## src/rtl/uart_baud_gen.sv

```systemverilog
// Fractional-N baud enable generator: a phase accumulator steps by BAUD_RATE each cycle and
// wraps modulo BAUD_CLOCK_SPEED, emitting a one-cycle enable on every wrap.
module uart_baud_gen #(
  parameter int unsigned BAUD_CLOCK_SPEED = 2000000,
  parameter int unsigned BAUD_RATE        = 2000000,
  parameter int unsigned DELAY            = 0
) (
  input  logic uart_clk,
  input  logic uart_rst,
  input  logic uart_hold,
  output logic uart_ena
);

  localparam int unsigned AccW = $clog2(BAUD_CLOCK_SPEED + BAUD_RATE) + 1;

  localparam longint unsigned HoldLoadWide = 64'(DELAY) * 64'(BAUD_RATE);

  localparam logic [AccW-1:0] Inc      = AccW'(BAUD_RATE);
  localparam logic [AccW-1:0] Modulus  = AccW'(BAUD_CLOCK_SPEED);
  localparam logic [AccW-1:0] HoldLoad = AccW'(HoldLoadWide);

  if (!(BAUD_RATE > 0 && BAUD_RATE <= BAUD_CLOCK_SPEED &&
        HoldLoadWide < 64'(BAUD_CLOCK_SPEED))) begin : gen_param_check
    $error("uart_baud_gen: need 0 < BAUD_RATE <= BAUD_CLOCK_SPEED and DELAY*BAUD_RATE < BAUD_CLOCK_SPEED");
  end

  logic [AccW-1:0] acc_q, acc_d;
  logic            ena_q, ena_d;
  logic [AccW-1:0] sum;
  logic            wrap;

  // acc_q stays below Modulus, so sum never exceeds Modulus + Inc and fits AccW bits.
  always_comb begin
    sum   = acc_q + Inc;
    wrap  = (sum >= Modulus);
    acc_d = wrap ? (sum - Modulus) : sum;
    ena_d = wrap;
  end

  // Reset wins over hold; hold discards any pending wrap and reloads the start phase.
  always_ff @(posedge uart_clk) begin
    if (uart_rst) begin
      acc_q <= '0;
      ena_q <= 1'b0;
    end else if (uart_hold) begin
      acc_q <= HoldLoad;
      ena_q <= 1'b0;
    end else begin
      acc_q <= acc_d;
      ena_q <= ena_d;
    end
  end

  assign uart_ena = ena_q;

endmodule

```

## config.mk

```make
export PLATFORM = sky130hd
export DESIGN_NAME = uart_baud_gen
export DESIGN_NICKNAME = d
export VERILOG_FILES = /design/src/rtl/uart_baud_gen.sv
export SDC_FILE = /design/constraint.sdc
export NUM_CORES = 1
export LEC_CHECK = 0
export CAP_MARGIN = 0
export CORE_UTILIZATION = 39
export CTS_BUF_LIST = sky130_fd_sc_hd__clkbuf_8
export DETAILED_ROUTE_END_ITERATION = 16
export GPL_ROUTABILITY_DRIVEN = 0
export PLACE_DENSITY_LB_ADDON = 0.2
export RECOVER_POWER = 50
export SYNTH_ARGS = -nofsm -noshare
export SYNTH_HDL_FRONTEND = slang
export SYNTH_SLANG_ARGS = --single-unit
```

## constraint.sdc

```tcl
create_clock -name uart_clk -period 3.47 [get_ports uart_clk]
set_clock_uncertainty 0.1 [all_clocks]
set_input_delay 0.694 -clock uart_clk [delete_from_list [all_inputs] [get_ports uart_clk]]
set_output_delay 0.694 -clock uart_clk [all_outputs]
set_load 0.02 [all_outputs]
```

==> metrics <==
syn avg cell area=8.372 um^2; Ant. Diodes=0; top-count cell post-synth=nor2_1; Post-CTS Setup Bufs=0; critical setup path kind=flip-flop to flip-flop; kind of end point of the critical path=flip-flop; post-synthesis cell area=1381 um^2; Worst Path Required=3.51 ns; Die ar.=3784 um^2; Routed WL=3117 um; drt wl/cell=14.91 um; Synth Register Bits=17; area of the core=3363 um^2; setup TNS=0 ns; Mapped Nets=170; Slew headroom=63.61%; I/O Buffers=3; Tcrit/Tclk final=87.63%; Clock Tree Root=clkbuf_8; fmax=328.9 MHz; cts bufs inserted=3; # hold bufs at CTS=0; clock sink total=17; Startpoint Class=flip-flop; cts repair resizes=0; initial antenna violation count=0; layout cells sized above 1=12.88%; post-DP HPWL=2290 um; actual slew at the worst max-slew pin=0.5416 ns; Final Hold Fails=0; top cells by area, synth=dfxtp_1 25%, xnor2_1 11%, nor2_1 4.9%; pins over their slew limit=0; via/cell ratio=5.708; RSZ-0062 raised after global routing=no; synthesized instance count=165; post-synth cell types=57; ys flop type=dfxtp_1; first-pass GRT wire length=5119 um; VDD IR max=0.0004032 V; via count=1,193; Max-cap violations=0; grt ovf=0; vias in the first global route=1,094; top cell types by occurrence after synthesis=18 x nor2_1, 17 x dfxtp_1, 17 x xnor2_1; CTS tree=yes; Leakage=0.4664 nW; post-synthesis async set-or-reset flop share=0%; CTS H-tree depth=1; Final ANT Viol Nets=0; Total GRT Usage=18.42%; number of nets in the layout=169; Die H=61.52 um; Crit Path Max Fanout=9; multi-input logic area=954.7 um^2; P per Cell Area=893.9 nW/um^2; status=finished clean; CP Data Arrival Time=3.08 ns; Clock Latency Late Sink=0.26 ns; Detailed Routing Iterations Pass 1=4; fin util=43.23%; DRT iter0 DRCs=80; Filler Cell Count=368; Initial Utilization=41.07%; sequential area share after synthesis=24.64%; Yosys top cell by area=dfxtp_1; P&R area growth vs syn=5.253%; # IOs=4; Yosys warnings=0; Tmin final=3.041 ns; setup violators final=0; top cell type's share of synthesized area=24.64%; Hold Crit Class=flip-flop to flip-flop; die width=61.52 um; Longest Clk Path Bufs=2; pin count of the biggest net entering global routing=18; Overall Power=0.001300 W; drt drc=0; Core Rows=21; Post-synth EDFFs=0; Worst-path clk slew=0.07 ns; Reg area=340.3 um^2
## flip-flops by register name, summed over array words and instances (netlist names)
name / count
uart_ena: 1
acc_q: 16
## report_power, final
part | switching [W] | internal, W
clock | 0.0000749 | 0.0000789
sequential | 0.0000761 | 0.000242
combinational | 0.000475 | 0.000352
total | 0.000626 | 0.000673
## cells by family (layout without fill, tap and decap cells)
group,after synthesis,after routing,synth area share [%]
fa+ha+maj,2,2,1.811
mux,1,1,0.7247
simple gates,61,61,25.18
buf+inv,15,13,5.887
xor+xnor,24,24,15.22
flops,17,17,24.64
compound gates,45,45,26.54
## cells in the final DEF, fill, tap and decap left out, drive strengths merged, types with 3 or more instances in the layout
cell / n
nor2: 19
inv: 6
or3: 4
nand3: 5
a21oi: 12
clkbuf: 3
nor4: 3
o21ai: 11
dfxtp: 17
nand2: 8
xnor2: 17
nor3: 8
xor2: 7
## worst max-delay path, cell delays in order (launching register included)
cell	delay (ns)
dfxtp_1	0.48
ha_1	0.46
a211oi_2	0.14
nor3_1	0.45
nor3_1	0.12
xor2_1	0.36
and2_0	0.40
a21oi_1	0.14
nor3_1	0.20
nor3b_2	0.07
## worst paths after layout
check                        startpoint  slack (ns)                   end  cells after the start
setup / recovery  acc_q[7]$_SDFFE_PP0N_        0.43  acc_q[11]$_SDFF_PP0_                      9
hold / removal     acc_q[19]$_SDFF_PP0_        0.56  acc_q[19]$_SDFF_PP0_                      4
setup reg to reg  acc_q[7]$_SDFFE_PP0N_        0.43  acc_q[11]$_SDFF_PP0_                      9
hold reg to reg    acc_q[19]$_SDFF_PP0_        0.56  acc_q[19]$_SDFF_PP0_                      4
## stage by stage
step / area [um^2] / instances / hold slack [ns] / worst slack [ns]
3_5_place_dp: 1414 / 205 / 0.5424 / 0.5415
6_report: 1454 / 209 / 0.5616 / 0.4294
2_1_floorplan: 1381 / 165 / 0.5130 / 0.8892
3_3_place_gp: 1414 / 205 / 0.5501 / 0.5839
5_1_grt: 1454 / 209 / 0.6293 / 0.2046
4_1_cts: 1459 / 209 / 0.5638 / 0.5169
## area by class of cell
cell class / count / share of cell area, %
Timing Repair Buffer: 4 / 2.582
Sequential cell: 17 / 23.41
Clock inverter: 1 / 0.2582
Clock buffer: 3 / 2.840
Tap cell: 46 / 3.959
Inverter: 5 / 1.291
Multi-Input combinational cell: 133 / 65.66
## routing by layer
layer  wire length, um  global-route usage (%)  part of all wire [%]  vias to the layer above
li1                  -                       -                     -                      587
met1              1452                   24.28                    47                      582
met2              1525                   30.57                    49                       19
met3                85                   2.521                   2.7                        5
met4                53                   6.667                   1.7                        0
met5                 0                       0                     0                        -
(Power assumes the default switching activity.)
